**src/rtl/multi_pkg.sv**
```systemverilog
`default_nettype none
// ============================================================================
// Module   : multi_pkg
// Purpose  : Shared definitions for the shift-add multiplier controller:
//            the default operand width, the FSM state encoding and a helper
//            that sizes the iteration counter.
// Ports    : none (package)
// Revision : 1.0 - initial release
// ============================================================================
package multi_pkg;

  localparam int N_DEFAULT = 4;

  typedef enum logic [2:0] {
    S_IDLE = 3'd0,
    S_CLR  = 3'd1,
    S_LOAD = 3'd2,
    S_ADD  = 3'd3,
    S_SHP  = 3'd4,
    S_SHB  = 3'd5,
    S_DONE = 3'd6
  } state_e;

  // Counter width is clog2(N), kept at least 1 bit so N=1 still elaborates.
  function automatic int cnt_width(input int n);
    return (n > 1) ? $clog2(n) : 1;
  endfunction

endpackage
`default_nettype wire

```
**src/rtl/multi_ctrl_if.sv**
```systemverilog
`default_nettype none
// ============================================================================
// Module   : multi_ctrl_if
// Purpose  : Bundles the controller's command inputs, the datapath status bit
//            and the datapath strobes.
// Signals  : start, abort       - command inputs to the controller
//            b0                 - current LSB of the datapath B register
//            clr, ld, ldp,
//            shp, shb           - datapath strobes driven by the controller
//            busy, done         - controller status
// Modports : master - controller side; slave - datapath / requester side
// Revision : 1.0 - initial release
// ============================================================================
interface multi_ctrl_if;

  logic start;
  logic abort;
  logic b0;
  logic clr;
  logic ld;
  logic ldp;
  logic shp;
  logic shb;
  logic busy;
  logic done;

  modport master (
    input  start, abort, b0,
    output clr, ld, ldp, shp, shb, busy, done
  );

  modport slave (
    output start, abort, b0,
    input  clr, ld, ldp, shp, shb, busy, done
  );

endinterface
`default_nettype wire

```
**src/rtl/multi_iter_cnt.sv**
```systemverilog
`default_nettype none
// ============================================================================
// Module   : multi_iter_cnt
// Purpose  : Iteration counter for the multiplier controller. Clears on
//            request, increments on request and flags the last iteration.
//            Saturates at N-1 so it can never wrap inside an operation.
// Ports    : clk, rst_n (async, active-low)
//            clr_i  - clear to 0 (priority over inc_i)
//            inc_i  - advance one iteration
//            last_o - counter currently equals N-1
// Revision : 1.0 - initial release
// ============================================================================
module multi_iter_cnt
  import multi_pkg::*;
#(
  parameter int N = N_DEFAULT
) (
  input  logic clk,
  input  logic rst_n,
  input  logic clr_i,
  input  logic inc_i,
  output logic last_o
);

  localparam int CW = cnt_width(N);

  logic [CW-1:0] cnt_q;
  logic [CW-1:0] cnt_d;

  assign last_o = (cnt_q == CW'(N - 1));

  always_comb begin
    cnt_d = cnt_q;
    if (clr_i) begin
      cnt_d = '0;
    end else if (inc_i && !last_o) begin
      cnt_d = cnt_q + CW'(1);
    end
  end

  always_ff @(posedge clk or negedge rst_n) begin
    if (!rst_n) begin
      cnt_q <= '0;
    end else begin
      cnt_q <= cnt_d;
    end
  end

endmodule
`default_nettype wire

```
**src/rtl/multi_ctrl.sv**
```systemverilog
`default_nettype none
// ============================================================================
// Module   : multi_ctrl
// Purpose  : Moore FSM sequencing a shift-add multiplier datapath:
//            CLR -> LOAD -> N x (ADD -> SHP -> SHB) -> DONE -> IDLE.
//            Only strobes are produced; the arithmetic lives in the datapath.
// Ports    : clk   - clock, rising edge active
//            rst_n - asynchronous active-low reset
//            bus   - multi_ctrl_if.master (start/abort/b0 in, strobes and
//                    busy/done out)
// Revision : 1.0 - initial release
// ============================================================================
module multi_ctrl
  import multi_pkg::*;
#(
  parameter int N = N_DEFAULT
) (
  input  logic         clk,
  input  logic         rst_n,
  multi_ctrl_if.master bus
);

  state_e state_q;
  state_e state_d;
  logic   cnt_clr;
  logic   cnt_inc;
  logic   cnt_last;
  logic   busy_w;

  multi_iter_cnt #(
    .N (N)
  ) u_iter_cnt (
    .clk    (clk),
    .rst_n  (rst_n),
    .clr_i  (cnt_clr),
    .inc_i  (cnt_inc),
    .last_o (cnt_last)
  );

  assign busy_w = (state_q != S_IDLE) && (state_q != S_DONE);

  always_ff @(posedge clk or negedge rst_n) begin
    if (!rst_n) begin
      state_q <= S_IDLE;
    end else begin
      state_q <= state_d;
    end
  end

  always_comb begin
    state_d = state_q;
    cnt_clr = 1'b0;
    cnt_inc = 1'b0;
    case (state_q)
      S_IDLE: if (bus.start) state_d = S_CLR;
      S_CLR:  state_d = S_LOAD;
      S_LOAD: begin
        cnt_clr = 1'b1;
        state_d = S_ADD;
      end
      S_ADD:  state_d = S_SHP;
      S_SHP:  state_d = S_SHB;
      S_SHB: begin
        if (cnt_last) begin
          state_d = S_DONE;
        end else begin
          cnt_inc = 1'b1;
          state_d = S_ADD;
        end
      end
      S_DONE:  state_d = S_IDLE;
      default: state_d = S_IDLE;
    endcase
    // Abort overrides every busy-state transition; IDLE and DONE ignore it.
    if (bus.abort && busy_w) begin
      state_d = S_IDLE;
      cnt_clr = 1'b1;
      cnt_inc = 1'b0;
    end
  end

  // Moore decode; ldp is additionally gated by the multiplier bit in b0.
  assign bus.clr  = (state_q == S_CLR);
  assign bus.ld   = (state_q == S_LOAD);
  assign bus.ldp  = (state_q == S_ADD) && bus.b0;
  assign bus.shp  = (state_q == S_SHP);
  assign bus.shb  = (state_q == S_SHB);
  assign bus.busy = busy_w;
  assign bus.done = (state_q == S_DONE);

endmodule
`default_nettype wire

```
**src/flat_wrapper.sv**
```systemverilog
// flat-port wrapper written by rule: the top's interface ports become plain ports
module multi_ctrl_flat import multi_pkg::*;
#(
  parameter int N = N_DEFAULT
)
  (clk, rst_n, bus_start, bus_abort, bus_b0, bus_clr, bus_ld, bus_ldp, bus_shp, bus_shb, bus_busy, bus_done);
  multi_ctrl_if bus_i ();
  input  logic clk;
  input  logic rst_n;
  input wire logic [$bits(bus_i.start)-1:0] bus_start;
  input wire logic [$bits(bus_i.abort)-1:0] bus_abort;
  input wire logic [$bits(bus_i.b0)-1:0] bus_b0;
  output wire logic [$bits(bus_i.clr)-1:0] bus_clr;
  output wire logic [$bits(bus_i.ld)-1:0] bus_ld;
  output wire logic [$bits(bus_i.ldp)-1:0] bus_ldp;
  output wire logic [$bits(bus_i.shp)-1:0] bus_shp;
  output wire logic [$bits(bus_i.shb)-1:0] bus_shb;
  output wire logic [$bits(bus_i.busy)-1:0] bus_busy;
  output wire logic [$bits(bus_i.done)-1:0] bus_done;
  assign bus_i.start = bus_start;
  assign bus_i.abort = bus_abort;
  assign bus_i.b0 = bus_b0;
  assign bus_clr = bus_i.clr;
  assign bus_ld = bus_i.ld;
  assign bus_ldp = bus_i.ldp;
  assign bus_shp = bus_i.shp;
  assign bus_shb = bus_i.shb;
  assign bus_busy = bus_i.busy;
  assign bus_done = bus_i.done;
  multi_ctrl #(.N(N)) u_core (.clk(clk), .rst_n(rst_n), .bus(bus_i));
endmodule
```
**config.mk**
```make
export PLATFORM = sky130hd
export DESIGN_NAME = multi_ctrl_flat
export DESIGN_NICKNAME = d
export VERILOG_FILES = /design/src/rtl/multi_pkg.sv /design/src/rtl/multi_ctrl_if.sv /design/src/rtl/multi_iter_cnt.sv /design/src/rtl/multi_ctrl.sv /design/src/flat_wrapper.sv
export SDC_FILE = /design/constraint.sdc
export NUM_CORES = 1
export LEC_CHECK = 0
export ABC_AREA = 1
export CAP_MARGIN = 30
export CORE_AREA = 2 2 39 41
export CTS_CLUSTER_SIZE = 30
export DETAILED_ROUTE_END_ITERATION = 16
export DIE_AREA = 0 0 41 43
export PLACE_DENSITY = 0.46
export SYNTH_ARGS = -nofsm -noshare
export SYNTH_HDL_FRONTEND = slang
export SYNTH_SLANG_ARGS = --single-unit
```
**constraint.sdc**
```tcl
create_clock -name clk -period 3.5 [get_ports clk]
set_clock_uncertainty 0.2 [all_clocks]
set_input_delay 0.7 -clock clk [delete_from_list [all_inputs] [get_ports clk]]
set_output_delay 0.7 -clock clk [all_outputs]
set_load 0.05 [all_outputs]
```
==> impl_metrics.env, run 1 <==
export IMPL_drtIter0Drc=4
export IMPL_drc=0
export IMPL_grt_pass1_vias=308
export IMPL_nFillCells=154
export IMPL_globalplace_congestion=0.698
export IMPL_start_util_pct=23.6
export IMPL_synthesis_instances=47
export IMPL_grt_first_pass_wirelength_um=1140
export IMPL_worstMarginPinSlew_ps=498
export IMPL_dp_cells=74
export IMPL_dieHeight_um=43
export IMPL_critPathMaxFanout=1
export IMPL_clk_path_buf_depth=2
export IMPL_setup_tns_final_ps=0
export IMPL_cp_end_kind="output port"
export IMPL_syn_nets=53
export IMPL_worst_setup_path_type="in -> out"
export IMPL_fmax_ghz=0.337
export IMPL_htreeDepth=1
export IMPL_syn_area_per_cell_um2=6.95
export IMPL_grt_setup_unrepaired="false"
export IMPL_grt_antenna_before_repair=0
export IMPL_path_clk_slew_ps=40
export IMPL_vias=316
export IMPL_die_area_um2=1760
export IMPL_ios=12
export IMPL_dpl_hpwl_um=594
export IMPL_holdPathStages=2
export IMPL_maxSlewViolCount=0
export IMPL_p_int_uw=206
export IMPL_switching_share_pct=52.6
export IMPL_finalCritPeriodShare_pct=84.8
export IMPL_synth_largest_area_cell="dfrtp_1"
export IMPL_synth_top_cell_area_share_pct=38.3
export IMPL_cts_sinks=5
export IMPL_multi_input_area_um2=164
export IMPL_cts_root_buffer="clkbuf_4"
export IMPL_wl_um=692
export IMPL_cp_required_ps=2600
export IMPL_area_growth_pct=47.9
export IMPL_fin_crit_ps=2970
export IMPL_total_leakage_power_uw=0.000252
export IMPL_final_cells=78
export IMPL_firstDrtPassIters=2
export IMPL_wire_per_inst_um=8.87
export IMPL_core_area_um2=1380
export IMPL_ys_seq_area_share_pct=38.3
export IMPL_track_usage_pct=9.82
export IMPL_clock_power_share_pct=14.5
export IMPL_finalHoldViolCount=0
export IMPL_min_path_type="reg -> reg"
export IMPL_drive_above_1_share_pct=14.5
export IMPL_r2r_cells=6
export IMPL_r2r_end="u_core.u_iter_cnt.cnt_q[0]$_DFFE_PN0P_"
export IMPL_r2r_start="u_core.u_iter_cnt.cnt_q[0]$_DFFE_PN0P_"
export IMPL_rrSetupSlack_ps=2140
export IMPL_seqPwrFrac_pct=23.3
export IMPL_synth_area_leaders="dfrtp_1 38%, nand2_1 11%, inv_1 10%, nand3_1 7.7%, nor2_1 6.9%"
export IMPL_max_slew_margin_pct=66.7
export IMPL_synthesis_area_um2=327
export IMPL_cts_resized=0
export IMPL_fp_dieW_um=41
export IMPL_cts_made_buffers=3
export IMPL_p_comb_share_pct=62.3
export IMPL_gr_total_overflow=0
export IMPL_yosysUniqueCellTypes=16
export IMPL_arrival_ps=2070
export IMPL_p_per_area_nw_per_um2=901
export IMPL_clock_latency_ps=230
export IMPL_p_sw_uw=229
export IMPL_yosysWarnings=0
export IMPL_irDropWorstVdd_mv=0.310
export IMPL_diodes=0
export IMPL_viasPerCell=4.05
export IMPL_min_delay_start="u_core.u_iter_cnt.cnt_q[1]$_DFFE_PN0P_"
export IMPL_ant_nets=0
export IMPL_core_rowCount=14
export IMPL_yosys_register_bits=5
export IMPL_status="completed"
export IMPL_portBuffers=11
export IMPL_ff_latch_area_um2=125
export IMPL_final_nets=69
export IMPL_startpoint_type="input pin"
export IMPL_setup_viol_count_final=0
export IMPL_post_cts_buffers=0
export IMPL_max_cap_violations=0
export IMPL_grt_max_degree=7
export IMPL_min_to="u_core.u_iter_cnt.cnt_q[1]$_DFFE_PN0P_"
export IMPL_hold_buffers=0
export IMPL_tritoncts="done"
[power groups by stage]
stage                     Combinational (uW)  Sequential, uW  Clock (uW)
after floorplan                          199            95.6           0
after global placement                   276             101           0
after detailed placement                 275             101           0
after CTS                                275             100        66.5
after global routing                     301             104        71.7
final                                    271             101        62.9
[Yosys cell counts]
| master | number |
|---|---|
| nand2_1 | 10 |
| inv_1 | 9 |
| nor2_1 | 6 |
| dfrtp_1 | 5 |
| nand3_1 | 5 |
| nor2_2 | 2 |
| a21oi_1 | 1 |
| a21oi_2 | 1 |
| ha_1 | 1 |
| inv_2 | 1 |
| nand2_2 | 1 |
| nand3_2 | 1 |
| nand4_1 | 1 |
| nor3_1 | 1 |
| o21a_1 | 1 |
| o21ai_0 | 1 |
[cell type report]
class                   instances  area share [%]
flip-flops and latches          5            25.9
multi-input cells              32            33.9
clock buffers                   4            5.44
inverters                      10            7.77
repair buffers                 11            22.8
well taps                      16            4.15
[how the worst max path moves through the flow]
stage                      start  endpoint
after floorplan           bus_b0   bus_ldp
after global placement    bus_b0   bus_ldp
after detailed placement  bus_b0   bus_ldp
after CTS                 bus_b0   bus_ldp
after global routing      bus_b0   bus_ldp
final                     bus_b0   bus_ldp
[placed cells by master, fill, tap and decap left out]
| master | instances |
|---|---|
| ha_1 | 1 |
| a21oi_2 | 1 |
| nor2_2 | 2 |
| nand3_1 | 5 |
| nand2_1 | 10 |
| o21a_1 | 1 |
| nand4_1 | 1 |
| dfrtp_1 | 5 |
| inv_1 | 9 |
| clkdlybuf4s50_1 | 11 |
| nand2_2 | 1 |
| o21ai_0 | 1 |
| nand3_2 | 1 |
| a21oi_1 | 1 |
| nor2_1 | 6 |
| inv_2 | 1 |
| clkbuf_1 | 1 |
| clkbuf_4 | 3 |
| nor3_1 | 1 |
[worst max-delay path: stages]
cell and delay, ps:
clkdlybuf4s50_1 450, inv_1 30, nor2_1 80, clkdlybuf4s50_1 800
[routing by layer]
layer / part of all wire, % / up-vias / GRT usage (%)
li1: - / 176 / -
met1: 49 / 131 / 12.9
met2: 45 / 9 / 13.4
met3: 5.6 / 0 / 1.57
met4: 0 / 0 / 8.00
met5: 0 / - / 0
[cell families after synthesis]
family / share of synthesized area [%]
buffers and inverters: 11.5
adders and majority gates: 3.83
AOI/OAI and AO/OA: 8.04
and+or+nand+nor: 38.3
DFF: 38.3
[sequential cells by signal, summed over array words and instances (netlist names)]
name,flops
u_core.u_iter_cnt.cnt_q,2
u_core.state_q,3
[metrics by stage]
stage / util, % / instance area (um2) / hold WS (ps) / power [uW] / setup slack (ps)
floorplan: - / 327 / 204 / 295 / 1220
global placement: 33.0 / 457 / 332 / 377 / 532
detailed placement: 33.0 / 457 / 342 / 376 / 528
CTS: 34.9 / 483 / 347 / 442 / 529
global route: 34.9 / 483 / 362 / 477 / 480
finish: 34.9 / 483 / 339 / 435 / 534
Power figures use the tool's default switching activity.
==> run 2, diff against run 1 <==
--- a/config.mk
+++ b/config.mk
@@ -11,7 +11,7 @@
 export CTS_CLUSTER_SIZE = 30
 export DETAILED_ROUTE_END_ITERATION = 16
 export DIE_AREA = 0 0 41 43
-export PLACE_DENSITY = 0.46
+export PLACE_DENSITY = 0.48
 export SYNTH_ARGS = -nofsm -noshare
 export SYNTH_HDL_FRONTEND = slang
 export SYNTH_SLANG_ARGS = --single-unit
==> constraint.sdc (replaced) <==
create_clock -name clk -period 2.5 [get_ports clk]
set_clock_uncertainty 0.2 [all_clocks]
set_input_delay 0.5 -clock clk [delete_from_list [all_inputs] [get_ports clk]]
set_output_delay 0.5 -clock clk [all_outputs]
set_load 0.05 [all_outputs]
==> run 2 against run 1 <==
- largest cell class unchanged
- critical path type unchanged
- register-to-register slack got worse by 970 ps
- critical path depth is the same
- flip-flop and latch count unchanged
- cell count is the same
==> impl_metrics.env, run 2 (synthesized netlist as in run 1, its figures left out) <==
export IMPL_largest_reg_flops=3
export IMPL_clock_power_share_pct=14.8
export IMPL_viasPerCell=4.15
export IMPL_grt_first_pass_wirelength_um=1090
export IMPL_dpl_hpwl_um=591
export IMPL_nFillCells=168
export IMPL_drive_above_1_share_pct=25.8
export IMPL_finalCritPeriodShare_pct=81.1
export IMPL_grt_setup_unrepaired="false"
export IMPL_area_growth_pct=46.4
export IMPL_cts_made_buffers=3
export IMPL_dieHeight_um=43
export IMPL_cts_root_buffer="clkbuf_4"
export IMPL_fin_area_um2=478
export IMPL_finalHoldViolCount=0
export IMPL_irDropWorstVdd_mv=0.408
export IMPL_total_leakage_power_uw=0.000267
export IMPL_status="completed"
export IMPL_vias=324
export IMPL_portBuffers=11
export IMPL_globalplace_congestion=0.713
export IMPL_cts_resized=0
export IMPL_clock_latency_ps=240
export IMPL_rrSetupSlack_ps=1170
export IMPL_grt_antenna_before_repair=0
export IMPL_setup_tns_final_ps=0
export IMPL_cp_end_kind="output port"
export IMPL_core_rowCount=14
export IMPL_p_per_area_nw_per_um2=1260
export IMPL_switching_share_pct=53.7
export IMPL_track_usage_pct=9.62
export IMPL_diodes=0
export IMPL_grt_pass1_vias=301
export IMPL_firstDrtPassIters=2
export IMPL_reg_top3="u_core.state_q (3), u_core.u_iter_cnt.cnt_q (2)"
export IMPL_startpoint_type="input pin"
export IMPL_cp_required_ps=1800
export IMPL_critPathMaxFanout=1
export IMPL_final_nets=69
export IMPL_regMostFlops="u_core.state_q"
export IMPL_tritoncts="done"
export IMPL_r2r_cells=6
export IMPL_max_slew_margin_pct=85.6
export IMPL_grt_max_degree=7
export IMPL_r2r_start="u_core.u_iter_cnt.cnt_q[0]$_DFFE_PN0P_"
export IMPL_grt_busiest_layer="met2"
export IMPL_p_int_uw=280
export IMPL_arrival_ps=1330
export IMPL_gr_usage_met2_pct=15.0
export IMPL_path_buf_inv=3
export IMPL_clk_path_buf_depth=2
export IMPL_gr_total_overflow=0
export IMPL_worst_setup_path_type="in -> out"
export IMPL_p_comb_share_pct=61.9
export IMPL_path_clk_slew_ps=40
export IMPL_max_stage_delay_ps=450
export IMPL_fmax_ghz=0.493
export IMPL_cts_sinks=5
export IMPL_hold_buffers=0
export IMPL_crit_slowest_cell="clkdlybuf4s50_1"
export IMPL_use_met1_pct=9.57
export IMPL_min_path_type="in -> async"
export IMPL_wire_per_inst_um=9.00
export IMPL_final_common_cell="nand2_1"
export IMPL_max_cap_violations=0
export IMPL_htreeDepth=1
export IMPL_worstMarginPinSlew_ps=216
export IMPL_fp_dieW_um=41
export IMPL_r2r_end="u_core.u_iter_cnt.cnt_q[0]$_DFFE_PN0P_"
export IMPL_mostFrequentLayoutCells="10 x nand2_1, 9 x inv_1, 6 x nor2_1, 6 x buf_4"
export IMPL_post_cts_buffers=0
export IMPL_dpl_cell_area_um2=452
export IMPL_cp_cell_sequence="clkdlybuf4s50_1, inv_1, nor2_1, buf_12"
export IMPL_use_met3_pct=1.57
export IMPL_wl_um=702
export IMPL_ios=12
export IMPL_fin_crit_ps=2030
export IMPL_die_area_um2=1760
export IMPL_p_sw_uw=324
export IMPL_ant_nets=0
export IMPL_maxSlewViolCount=0
export IMPL_setup_viol_count_final=0
export IMPL_drtIter0Drc=3
export IMPL_drc=0
export IMPL_seqPwrFrac_pct=23.3
export IMPL_path_delay_family="buffers and inverters"
export IMPL_core_area_um2=1380
export IMPL_start_util_pct=23.6
run 2: cell count changes in the layout (fill, tap and decap cells not counted):
cell	previous run	this run
clkdlybuf4s50_1	11	4
buf_4	0	6
buf_12	0	1
run 2: how the worst max path moves through the flow:
| stage | end | depth (start not counted) | start | slack (ps) |
|---|---|---|---|---|
| detailed placement | bus_ldp | 4 | bus_b0 | 470 |
| finish | bus_ldp | 4 | bus_b0 | 470 |
| global placement | bus_ldp | 4 | bus_b0 | 470 |
| global route | bus_ldp | 4 | bus_b0 | 430 |
| CTS | bus_ldp | 4 | bus_b0 | 460 |
| floorplan | bus_ldp | 3 | u_core.state_q[2]$_DFFE_PN0P_ | 540 |
run 2: metrics by stage:
stage          worst slack, ps  instances  total power [uW]  util, %  hold slack (ps)
6_report                   473         78               604     34.5              280
5_1_grt                    435         78               650     34.5              296
3_5_place_dp               472         74               519     32.6              335
2_1_floorplan              544         47               413        -             4.41
3_3_place_gp               474         74               520     32.6              334
4_1_cts                    464         78               614     34.5              278
run 2: final cells by class:
| class | count | area [um2] | area share, % |
|---|---|---|---|
| Multi-Input combinational cell | 32 | 164 | 34.3 |
| Sequential cell | 5 | 125 | 26.2 |
| Timing Repair Buffer | 11 | 105 | 22.0 |
| Inverter | 10 | 37.5 | 7.85 |
| Clock buffer | 4 | 26.3 | 5.50 |
| Tap cell | 16 | 20.0 | 4.19 |
run 2: per-layer routing:
layer	up-vias	part of all wire, %
met5	-	0
met4	0	0
met3	0	6.1
met2	7	52
met1	140	42
li1	177	-
run 2: power groups by stage:
stage          clock network, uW  registers [uW]  logic [uW]
4_1_cts                     95.4             140         379
3_5_place_dp                   0             141         378
6_report                    89.5             141         374
5_1_grt                     97.8             143         408
3_3_place_gp                   0             142         378
2_1_floorplan                  0             134         279
